### config.mk
export PLATFORM = sky130hd
export DESIGN_NAME = dmem_arbiter_flat
export DESIGN_NICKNAME = d
export VERILOG_FILES = /design/src/rtl/dmem_arbiter_if.sv /design/src/rtl/dmem_arbiter.sv /design/src/flat_wrapper.sv
export SDC_FILE = /design/constraint.sdc
export NUM_CORES = 1
export LEC_CHECK = 0
export BUFFER_PORTS_ARGS = -buffer_cell sky130_fd_sc_hd__buf_2
export CAP_MARGIN = 20
export CORE_AREA = 2 2 116 118
export CTS_BUF_LIST = sky130_fd_sc_hd__clkbuf_4 sky130_fd_sc_hd__clkbuf_8
export DETAILED_ROUTE_END_ITERATION = 8
export DIE_AREA = 0 0 118 120
export PLACE_DENSITY = 0.45
export SLEW_MARGIN = 20
export SYNTH_ARGS = -nofsm -noshare
export SYNTH_HDL_FRONTEND = slang
export SYNTH_SLANG_ARGS = --single-unit
### constraint.sdc
create_clock -name clk -period 3.8 [get_ports clk]
set_clock_uncertainty 0.2 [all_clocks]
set_input_delay 0.38 -clock clk [delete_from_list [all_inputs] [get_ports clk]]
set_output_delay 0.38 -clock clk [all_outputs]
set_load 0.02 [all_outputs]
### src/rtl/dmem_arbiter_if.sv
// dmem_arbiter_if: request/response bundle between one data-memory master
// and the arbiter.
//   req    master request, held with wr/addr/wdata stable until ack
//   wr     1 = write, 0 = read
//   addr   transaction address (AW bits)
//   wdata  write data (DW bits)
//   rdata  read data returned by the arbiter, meaningful while ack=1
//   ack    transaction accepted in this cycle
//   stall  req & ~ack, used to freeze a CPU-style master
// Modport master is the requester's view. Modport slave is the arbiter's view.
interface dmem_arbiter_if #(
  parameter int AW = 32,
  parameter int DW = 32
);
  logic          req;
  logic          wr;
  logic [AW-1:0] addr;
  logic [DW-1:0] wdata;
  logic [DW-1:0] rdata;
  logic          ack;
  logic          stall;

  modport master (output req, wr, addr, wdata, input rdata, ack, stall);
  modport slave  (input req, wr, addr, wdata, output rdata, ack, stall);
endinterface

### src/rtl/dmem_arbiter.sv
// dmem_arbiter: two-master, one-slave data-memory bus arbiter.
// A registered owner selects which master reaches the slave. Ownership
// rotates round-robin. A burst cap forces a handoff after MAX_BURST acked
// transactions while the other master is waiting.
// Ports:
//   clk      system clock
//   rst      asynchronous active-low reset
//   m0       master 0 (CPU data port), slave modport
//   m1       master 1 (DMA / debug loader), slave modport
//   s_ce     slave chip enable
//   s_wr     slave write strobe
//   s_addr   slave address
//   s_wdata  slave write data
//   s_rdata  slave read data (combinational from the slave)
//   owner    0 = idle, 1 = master 0, 2 = master 1 (registered)
module dmem_arbiter #(
  parameter int AW        = 32,
  parameter int DW        = 32,
  parameter int MAX_BURST = 4
) (
  input  logic                 clk,
  input  logic                 rst,
  dmem_arbiter_if.slave        m0,
  dmem_arbiter_if.slave        m1,
  output logic                 s_ce,
  output logic                 s_wr,
  output logic [AW-1:0]        s_addr,
  output logic [DW-1:0]        s_wdata,
  input  logic [DW-1:0]        s_rdata,
  output logic [1:0]           owner
);

  typedef enum logic [1:0] {
    IDLE   = 2'd0,
    OWN_M0 = 2'd1,
    OWN_M1 = 2'd2
  } owner_t;

  // The burst counter holds 0..MAX_BURST. The next count needs one extra
  // bit so that the compare against the cap cannot wrap.
  localparam int            CW    = $clog2(MAX_BURST + 1);
  localparam logic [CW:0]   MAX_N = (CW+1)'(MAX_BURST);
  localparam logic [CW-1:0] MAX_C = CW'(MAX_BURST);

  owner_t        own_q, own_d, other;
  logic          last_q, last_d;   // 0 = master 0 served last, 1 = master 1
  logic [CW-1:0] cnt_q, cnt_d;
  logic          req_o, req_x;
  logic [CW:0]   n;

  // A lone owner may keep bursting past the cap. The count is therefore
  // held at the cap instead of being allowed to overflow.
  function automatic logic [CW-1:0] sat_cnt(input logic [CW:0] v);
    if (v >= MAX_N) return MAX_C;
    return v[CW-1:0];
  endfunction

  always_ff @(posedge clk or negedge rst) begin
    if (!rst) begin
      own_q  <= IDLE;
      last_q <= 1'b1;   // master 0 wins the first tie after reset
      cnt_q  <= '0;
    end else begin
      own_q  <= own_d;
      last_q <= last_d;
      cnt_q  <= cnt_d;
    end
  end

  always_comb begin
    own_d  = own_q;
    last_d = last_q;
    cnt_d  = cnt_q;
    req_o  = 1'b0;
    req_x  = 1'b0;
    other  = IDLE;
    n      = '0;
    case (own_q)
      OWN_M0, OWN_M1: begin
        if (own_q == OWN_M0) begin
          req_o = m0.req;
          req_x = m1.req;
          other = OWN_M1;
        end else begin
          req_o = m1.req;
          req_x = m0.req;
          other = OWN_M0;
        end
        // The owner's request in this cycle is also its ack.
        n = {1'b0, cnt_q} + {{CW{1'b0}}, req_o};
        if (req_x && (!req_o || n >= MAX_N)) begin
          own_d  = other;
          cnt_d  = '0;
          last_d = (own_q == OWN_M1);
        end else if (req_o) begin
          cnt_d = sat_cnt(n);
        end else begin
          own_d  = IDLE;
          cnt_d  = '0;
          last_d = (own_q == OWN_M1);
        end
      end
      default: begin
        cnt_d = '0;
        if (m0.req && m1.req) own_d = last_q ? OWN_M0 : OWN_M1;
        else if (m0.req)      own_d = OWN_M0;
        else if (m1.req)      own_d = OWN_M1;
        else                  own_d = IDLE;
      end
    endcase
  end

  // The slave mux and the acks depend only on the registered owner and the
  // live requests. An async reset therefore drops them without a clock edge.
  always_comb begin
    s_ce    = 1'b0;
    s_wr    = 1'b0;
    s_addr  = '0;
    s_wdata = '0;
    case (own_q)
      OWN_M0: begin
        s_ce    = m0.req;
        s_wr    = m0.req & m0.wr;
        s_addr  = m0.addr;
        s_wdata = m0.wdata;
      end
      OWN_M1: begin
        s_ce    = m1.req;
        s_wr    = m1.req & m1.wr;
        s_addr  = m1.addr;
        s_wdata = m1.wdata;
      end
      default: ;
    endcase
  end

  assign m0.ack   = (own_q == OWN_M0) & m0.req;
  assign m1.ack   = (own_q == OWN_M1) & m1.req;
  assign m0.stall = m0.req & ~m0.ack;
  assign m1.stall = m1.req & ~m1.ack;
  assign m0.rdata = s_rdata;
  assign m1.rdata = s_rdata;
  assign owner    = own_q;

endmodule

### src/flat_wrapper.sv
// flat-port wrapper written by rule: the top's interface ports become plain ports
module dmem_arbiter_flat 
#(
  parameter int AW        = 32,
  parameter int DW        = 32,
  parameter int MAX_BURST = 4
)
  (clk, rst, s_ce, s_wr, s_addr, s_wdata, s_rdata, owner, m0_req, m0_wr, m0_addr, m0_wdata, m0_rdata, m0_ack, m0_stall, m1_req, m1_wr, m1_addr, m1_wdata, m1_rdata, m1_ack, m1_stall);
  dmem_arbiter_if #(.AW(AW), .DW(DW)) m0_i ();
  dmem_arbiter_if #(.AW(AW), .DW(DW)) m1_i ();
  input  logic clk;
  input  logic rst;
  output logic s_ce;
  output logic s_wr;
  output logic [AW-1:0] s_addr;
  output logic [DW-1:0] s_wdata;
  input  logic [DW-1:0] s_rdata;
  output logic [1:0] owner;
  input wire logic [$bits(m0_i.req)-1:0] m0_req;
  input wire logic [$bits(m0_i.wr)-1:0] m0_wr;
  input wire logic [$bits(m0_i.addr)-1:0] m0_addr;
  input wire logic [$bits(m0_i.wdata)-1:0] m0_wdata;
  output wire logic [$bits(m0_i.rdata)-1:0] m0_rdata;
  output wire logic [$bits(m0_i.ack)-1:0] m0_ack;
  output wire logic [$bits(m0_i.stall)-1:0] m0_stall;
  input wire logic [$bits(m1_i.req)-1:0] m1_req;
  input wire logic [$bits(m1_i.wr)-1:0] m1_wr;
  input wire logic [$bits(m1_i.addr)-1:0] m1_addr;
  input wire logic [$bits(m1_i.wdata)-1:0] m1_wdata;
  output wire logic [$bits(m1_i.rdata)-1:0] m1_rdata;
  output wire logic [$bits(m1_i.ack)-1:0] m1_ack;
  output wire logic [$bits(m1_i.stall)-1:0] m1_stall;
  assign m0_i.req = m0_req;
  assign m0_i.wr = m0_wr;
  assign m0_i.addr = m0_addr;
  assign m0_i.wdata = m0_wdata;
  assign m0_rdata = m0_i.rdata;
  assign m0_ack = m0_i.ack;
  assign m0_stall = m0_i.stall;
  assign m1_i.req = m1_req;
  assign m1_i.wr = m1_wr;
  assign m1_i.addr = m1_addr;
  assign m1_i.wdata = m1_wdata;
  assign m1_rdata = m1_i.rdata;
  assign m1_ack = m1_i.ack;
  assign m1_stall = m1_i.stall;
  dmem_arbiter #(.AW(AW), .DW(DW), .MAX_BURST(MAX_BURST)) u_core (.clk(clk), .rst(rst), .m0(m0_i), .m1(m1_i), .s_ce(s_ce), .s_wr(s_wr), .s_addr(s_addr), .s_wdata(s_wdata), .s_rdata(s_rdata), .owner(owner));
endmodule
Word-level counts from Yosys, hierarchy flattened

Index checks and enable logic that the tools add are counted.

Add/subtract/negate cells: 1
$lt $le $gt $ge: 1
Equal/unequal tests: 4
Mux-type cells: 27
Bitwise logic cells: 8
Reductions and logical operators: 6

Operator list:

| cell                                                                                | number |
|---|---|
| 32-bit one-hot mux with 2 select lines                                              | 2 |
| 2-bit two-way mux                                                                   | 8 |
| 3-bit two-way mux                                                                   | 5 |
| 1-bit two-way mux                                                                   | 10 |
| 1-bit bitwise AND                                                                   | 6 |
| 3-bit by 1-bit adder with 4-bit output                                              | 1 |
| 4-bit by 3-bit greater-or-equal comparator with 1-bit output, second input constant | 1 |
| 1-bit one-hot mux with 2 select lines                                               | 2 |
| 3-bit by 2-bit != test with 1-bit output, second input constant                     | 1 |
| 2-bit by 1-bit equality test with 1-bit output, second input constant               | 1 |
| 2-bit equality test, second input constant                                          | 1 |
| 1-bit logical AND                                                                   | 2 |
| 2-bit by 1-bit != test with 1-bit output, second input constant                     | 1 |
| 1-bit inverter                                                                      | 2 |
| 2-bit AND reduction                                                                 | 1 |
| 2-bit OR reduction                                                                  | 1 |
| 1-bit zero test                                                                     | 1 |
| 1-bit logical OR                                                                    | 1 |

Flip-flop bits (word level): 6
Bits of input ports: 166
Output and inout port bits: 136
Word-level logic and storage cells: 50

Logic depth before layout (Yosys ltp)

Gate-level depths: netlist of the first run.

Depth in word-level cells: 13
Gate-level depth with buffers: 12
Mapped depth without buffers: 11

Worst setup path before layout of the first run

No wires, ideal clock.

Path kind: reg2reg
From: register u_core.own_q[1] (netlist: u_core.owner[1])
To: register u_core.last_q
Setup time: 0.082 ns
Arrival: 2.308 ns
Data required time: 3.518 ns
Path slack: 1.210 ns
Stages on the path, launching flop included: 12
Buffers on the path: 1
Period minus slack after synthesis: 2.590 ns
Cells stage by stage: dfrtp_1 inv_1 ha_1 buf_6 a21oi_2 inv_1 ha_1 ha_1 and2_1 a211oi_4 o21bai_2 mux2_4

Longest elaborated chain between the ends: 9
Elaborated cells on any way between the ends: 16
Classes of those cells: add/sub: 1; order compare: 1; eq/ne: 3; mux: 6; reduce/logical: 5

Ends and longest elaborated chain:

| item                                                         | RTL line                               | RTL |
|---|---|---|
| start, declared                                              | dmem_arbiter.sv:45                     | `owner_t own_q, own_d, other;` |
| start signal, assigned                                       | dmem_arbiter.sv:64                     | `own_q <= own_d;` |
| 2-bit by 1-bit equality test with 1-bit output               | dmem_arbiter.sv:78, dmem_arbiter.sv:80 |  |
| 1-bit two-way mux                                            | dmem_arbiter.sv:80                     | `if (own_q == OWN_M0) begin` |
| 1-bit two-way mux                                            | dmem_arbiter.sv:78                     | `case (own_q)` |
| 3-bit by 1-bit adder with 4-bit output                       | dmem_arbiter.sv:90                     | `n = {1'b0, cnt_q} + {{CW{1'b0}}, req_o};` |
| 4-bit by 3-bit greater-or-equal comparator with 1-bit output | dmem_arbiter.sv:91                     | `if (req_x && (!req_o \|\| n >= MAX_N)) begin` |
| 1-bit logical OR                                             | dmem_arbiter.sv:91                     |  |
| 1-bit logical AND                                            | dmem_arbiter.sv:91                     |  |
| 2-bit by 1-bit != test with 1-bit output (no source line)    | --                                     |  |
| 2-bit AND reduction (no source line)                         | --                                     |  |
| end signal, assigned                                         | dmem_arbiter.sv:65                     | `last_q <= last_d;` |
| end, declared                                                | dmem_arbiter.sv:46                     | `logic last_q, last_d;` |

Several ways; a longest one is shown, not always the timed one. The select of a mux whose other input is x is not followed.
A chain may end at the register's enable or synchronous reset.

Worst setup path after layout of the first run

From: register u_core.own_q[1] (netlist: u_core.owner[1])
To: output port s_wr

Longest elaborated chain between the ends: 2
Elaborated cells on any way between the ends: 3
Classes of those cells: eq/ne: 2; mux: 1

Ends and longest elaborated chain:

| item                                                                                  | RTL line            | RTL |
|---|---|---|
| 2-bit equality test or 2-bit by 1-bit equality test with 1-bit output (tied branches) | dmem_arbiter.sv:120 | `case (own_q)` |
| 1-bit one-hot mux with 2 select lines *                                               | dmem_arbiter.sv:120 |  |
| end, declared                                                                         | flat_wrapper.sv:14  | `output logic s_wr;` |

Every way passes the cells marked *; elsewhere a longest branch is shown, timed or not.

==> flow_summary.toml, run 1 <==
[status]
outcome = "finished clean"

[pwr]
swShare_pct = 62.2
combPwrFrac_pct = 87.8
p_seq_share_pct = 5.9
p_per_area_mw_per_mm2 = 691
leakage_nw = 1.39
clockPowerShare_pct = 6.4
p_sw_mw = 1.10
p_int_mw = 0.666
ir_drop_v = 0.000283

[logic_synthesis]
async_flop_share_pct = 100
netlist_area_mm2 = 0.00182
synth_compound_area_share_pct = 33.6
synthXorXnorAreaFrac_pct = 0
ys_warn_count = 0
synth_area_per_cell_um2 = 6.69
synth_simple_gate_area_share_pct = 20.4
synth.area.mux_share_pct = 0.825
yosysSeqAreaShare_pct = 8.32
syn_nets = 442
ys_types = 32
synth_edf_count = 0
ys_seq_elements = 6
synth_adder_area_share_pct = 2.75
synthCells = 272
synth_top_family_by_area = "buffers and inverters"
synth_ff_type = "dfrtp_1"

[clock_network]
cts_tree = "yes"
clockBufferDepth = 2
clock_latency_ps = 230
root_buffer = "clkbuf_8"
clock_sinks = 6
cts_resized = 0
cts.reportedPaths.clkPinSlew_ps = 40
cts_max_level = 1
numCtsBuffers = 3

[sta]
drv_slew = 0
timing.fmax_ghz = 0.315
worst_pin_slew_ps = 695
finalWorstSetupSlack_ps = 627
hold_viol = 0
post-route-period-util_pct = 83.5
max_slew_margin_pct = 53.7
finalSetupTns_ps = 0
finalSetupViolations = 0
min_period_ps = 3170
rsz0062_at_grt = "no"

[detailed_routing]
drc_errors = 0
vias = 2398
drtIter0Drc = 54
vias_per_cell = 4.18
routed_wl_mm = 8.03
drt_pass1_iterations = 4
ant_nets = 0
wl_per_cell_um = 14.0

[floorplan]
ios = 302
die_h_um = 120
floorplan.initialDensity_pct = 14.0
die_area_mm2 = 0.0142
core-area_mm2 = 0.0130
rows = 42
die_w_um = 118

[worst_setup_path]
end_kind = "output pin"
reg2regPathDepth = 11
reg2reg_slack_ps = 730
cp_max_fo = 41
r2r_start = "u_core.owner[1]"
crit_type = "register to output pin"
cp.required_ps = 3220
cp-start-kind = "register"
rr_endpoint = "u_core.owner[0]"
worstPathArrival_ps = 2590

[hold_path]
min_path_type = "input pin to async pin"

[global_route]
grt_use_total_pct = 10.4
antenna_found_initial = 0
grt_pass1_vias = 2148
grt_max_degree = 42
grt_pass1_wl_mm = 11.8
gr-total-overflow = 0

[finish]
fill_cells = 1491
postLayoutCoreUtil_pct = 19.7
antenna_cells = 0
multi_input_area_mm2 = 0.00105
layout.nets = 568
drive_above_1_share_pct = 56.2
syn_to_final_growth_pct = 40.4
regArea_um2 = 151

[placement]
place_hpwl_mm = 6.70
portBuffers = 205
pre_cts_ws_ps = 710
place.gp.congestion = 0.741

[job]
drv_cap = 0
[cell families (layout without fill, tap and decap cells)]
| family | count (synthesis) | after routing |
|---|---|---|
| buf+inv | 94 | 219 |
| compound gates | 79 | 79 |
| mux | 1 | 1 |
| simple gates | 88 | 88 |
| flops | 6 | 6 |
| fa+ha+maj | 4 | 4 |
[flip-flops by register name (all words and copies together), names as in the netlist]
register       count
u_core.cnt_q       3
u_core.owner       2
u_core.last_q      1
[final cells by class]
cell class / count / area share (%)
clock buffer: 4 / 1.91
inverter: 6 / 0.882
multi-input combinational: 172 / 41.2
sequential: 6 / 5.93
tap: 176 / 8.62
timing repair buffer: 209 / 41.5
[layout by cell type (no fill, tap or decap), types with 2 or more instances in the layout]
master,instances
buf_2,205
a21oi_1,2
nor2b_1,2
nand2_1,7
o31ai_1,2
a22oi_1,64
nor4b_1,2
a21oi_2,2
o21ai_0,2
ha_2,2
dfrtp_1,5
inv_1,6
buf_4,3
nor2_1,71
clkbuf_8,3
ha_1,2
[synthesized netlist by cell type (all sizes together) (2+ instances only)]
library cell | number | share of area, %
ha | 4 | 2.8
nor4b | 2 | 0.96
dfrtp | 5 | 6.9
buf | 81 | 31
a22oi | 64 | 26
nor2b | 3 | 1.4
inv | 6 | 1.2
o21ai | 2 | 0.55
nand2 | 8 | 1.8
clkbuf | 7 | 1.4
o31ai | 2 | 0.83
nor2 | 71 | 15
a21oi | 4 | 1.5
[power by group through the flow]
stage	Sequential [mW]	Combinational, mW	Clock [mW]
final	0.103	1.55	0.112
after global placement	0.101	1.56	0
after floorplan	0.109	1.17	0
after global routing	0.106	1.70	0.120
after CTS	0.103	1.58	0.113
after detailed placement	0.103	1.58	0
[how the worst max path moves through the flow]
stage | start | end | slack, ps | depth (start not counted)
final | u_core.owner[1] | s_wr | 630 | 8
after global routing | u_core.owner[1] | s_wr | 400 | 8
after CTS | u_core.owner[1] | s_wr | 570 | 8
after detailed placement | u_core.owner[1] | u_core.owner[0] | 710 | 11
after global placement | u_core.owner[1] | u_core.owner[0] | 830 | 11
after floorplan | u_core.owner[1] | u_core.last_q | 1210 | 11
[through the flow]
stage,instances,area [um^2],hold WS [ps],power (mW)
floorplan,272,1820,-116,1.28
global placement,568,2490,12.2,1.66
detailed placement,568,2490,19.8,1.68
CTS,573,2550,316,1.80
global route,573,2550,340,1.92
finish,573,2550,311,1.76
[repair_timing]
item	in CTS	in global routing
endpoints found under the hold margin	6	0
hold buffers	1	0
setup buffers	0	0
[critical path, stage by stage, from the launching register on]
cell and delay, ps:
dfrtp_1 400, inv_1 100, ha_2 610, buf_4 500, nand2_1 150, inv_1 90
nand2_1 50, a21oi_1 200, buf_2 230
[routing by layer]
layer | wire (um) | GRT usage, % | part of all wire [%]
met1 | 3090 | 12.2 | 38
met2 | 4050 | 19.0 | 50
met3 | 761 | 2.52 | 9.5
met4 | 126 | 2.26 | 1.6
met5 | 0 | 0 | 0
Power figures use the tool's default switching activity.
==> run 2, diff against run 1 <==
- PLACE_DENSITY: 0.45 -> 0.46
- clock period: 3.8 -> 2.7 ns (I/O delays scaled with it)
==> run 2 against run 1 <==
Compared with the run above:
- sequential power grew 36%
- utilization increased by 0.30 points
- combinational power increased by 44%
- sequential share of layout area down 0.089 points
- critical path type is now register to register
- total power is 43% higher
- critical path depth rose by 3
- first-iteration DRC count up 59%
- cell area increased by 1.5%
- clock-buffer cell count stayed put
- setup slack worse by 410 ps
- register-to-register slack got worse by 510 ps
- clock power up 44%
==> flow_summary.toml, run 2 (synthesis gave the netlist of run 1 again) <==
[status]
outcome = "finished clean"

[sta]
hold_viol = 0
finalSetupViolations = 0
worst_pin_slew_ps = 535
timing.fmax_ghz = 0.403
max_slew_margin_pct = 64.3
post-route-period-util_pct = 91.8
drv_slew = 0
min_period_ps = 2480
finalSetupTns_ps = 0
rsz0062_at_grt = "no"

[pwr]
p_per_area_mw_per_mm2 = 975
leakage_nw = 1.41
power_mw = 2.53
ir_drop_v = 0.000312

[global_route]
grtUsageMet1_pct = 11.1
grt_pass1_wl_mm = 11.5
grt_max_degree = 53
use_met3_pct = 1.85
grt_pass1_vias = 2299
use_met2_pct = 18.4
gr-total-overflow = 0
grt_use_total_pct = 9.92
antenna_found_initial = 0
gr-max-usage-layer = "met2"

[finish]
syn_to_final_growth_pct = 42.5
top_register = "u_core.cnt_q"
final_common_cell = "buf_2"
final_cell_mix = "buf_2 (205), nor2_1 (71), a22oi_1 (64)"
layout.nets = 571
fin_cells = 576
postLayoutCoreUtil_pct = 20.0
antenna_cells = 0
largest_reg_flops = 3
drive_above_1_share_pct = 56.5

[floorplan]
ios = 302
die_area_mm2 = 0.0142
die_w_um = 118
floorplan.initialDensity_pct = 14.0
rows = 42
core-area_mm2 = 0.0130
die_h_um = 120

[placement]
place_hpwl_mm = 6.21
portBuffers = 205
place.gp.congestion = 0.808
dpl.cell_count = 571

[worst_setup_path]
max_stage_delay_ps = 380
cp-start-kind = "register"
reg2regPathDepth = 11
crit_type = "register to register"
cp_max_fo = 5
end_kind = "register"
crit_cells = 11
slowest_stage = "dfrtp_1"
worstPathArrival_ps = 2370
crit_chain = "inv_1 -> ha_2 -> nor2b_4 -> a21oi_2 -> inv_1 -> ha_1 -> ha_1 -> and2_1 -> a21oi_2 -> nor3b_1 -> o41ai_2"
cp.required_ps = 2590
critPathBufInv = 2
cp_top_family = "adder cells"

[clock_network]
cts.reportedPaths.clkPinSlew_ps = 40
clock_latency_ps = 230
numCtsBuffers = 3
root_buffer = "clkbuf_8"
clock_sinks = 6
cts_max_level = 1
cts_tree = "yes"
clockBufferDepth = 2

[hold_path]
min_path_type = "input pin to async pin"

[detailed_routing]
routed_wl_mm = 7.61
drc_errors = 0
drtIter0Drc = 86
vias = 2371
vias_per_cell = 4.12
wl_per_cell_um = 13.2
ant_nets = 0
drt_pass1_iterations = 5

[job]
drv_cap = 0
[run 2: changes by cell type in the layout (fill, tap and decap cells not counted)]
cell    previous run  this run
buf_4              3         4
buf_12             0         1
buf_6              0         1
[run 2: worst paths after layout]
kind	slack, ps	start	end
worst max-delay path	220	u_core.owner[1]	u_core.owner[0]
worst min-delay path	200	rst	u_core.cnt_q[0]
worst max register to register	220	u_core.owner[1]	u_core.owner[0]
worst min register to register	440	u_core.last_q	u_core.last_q
max in group asynchronous	1870	rst	u_core.last_q
min in group clk	300	m0_req	u_core.owner[0]
[run 2: cell type report]
cell class,instances,area (um^2)
multi-input cells,172,1050
well taps,176,220
inverters,6,22.5
clock buffers,4,48.8
fillers,1463,10400
flip-flops and latches,6,151
repair buffers,212,1100
[run 2: per-layer routing]
metal	share of wire (%)	vias up
met1	38	1053
met3	9.2	29
met5	0	-
met2	50	147
met4	2.7	0
li1	-	1142
[run 2: repair_timing]
action / in CTS / in global routing
endpoints found under the hold margin: 6 / 0
resized for setup: 0 / 1
hold buffers: 1 / 0
buffers inserted: 0 / 0
setup endpoints to repair: 0 / 1
[run 2: where the power goes]
part	switching, mW	internal (mW)
Clock	0.0488	0.112
Combinational	1.47	0.758
Sequential	0.0192	0.121
Total	1.54	0.991
[run 2: metrics by stage]
stage	worst slack, ps	cell area [um^2]	hold WS [ps]
final	220	2590	201
after floorplan	110	1820	-226
after detailed placement	249	2530	-94.8
after CTS	63.1	2590	195
after global placement	297	2530	-95.0
after global routing	35.1	2590	224
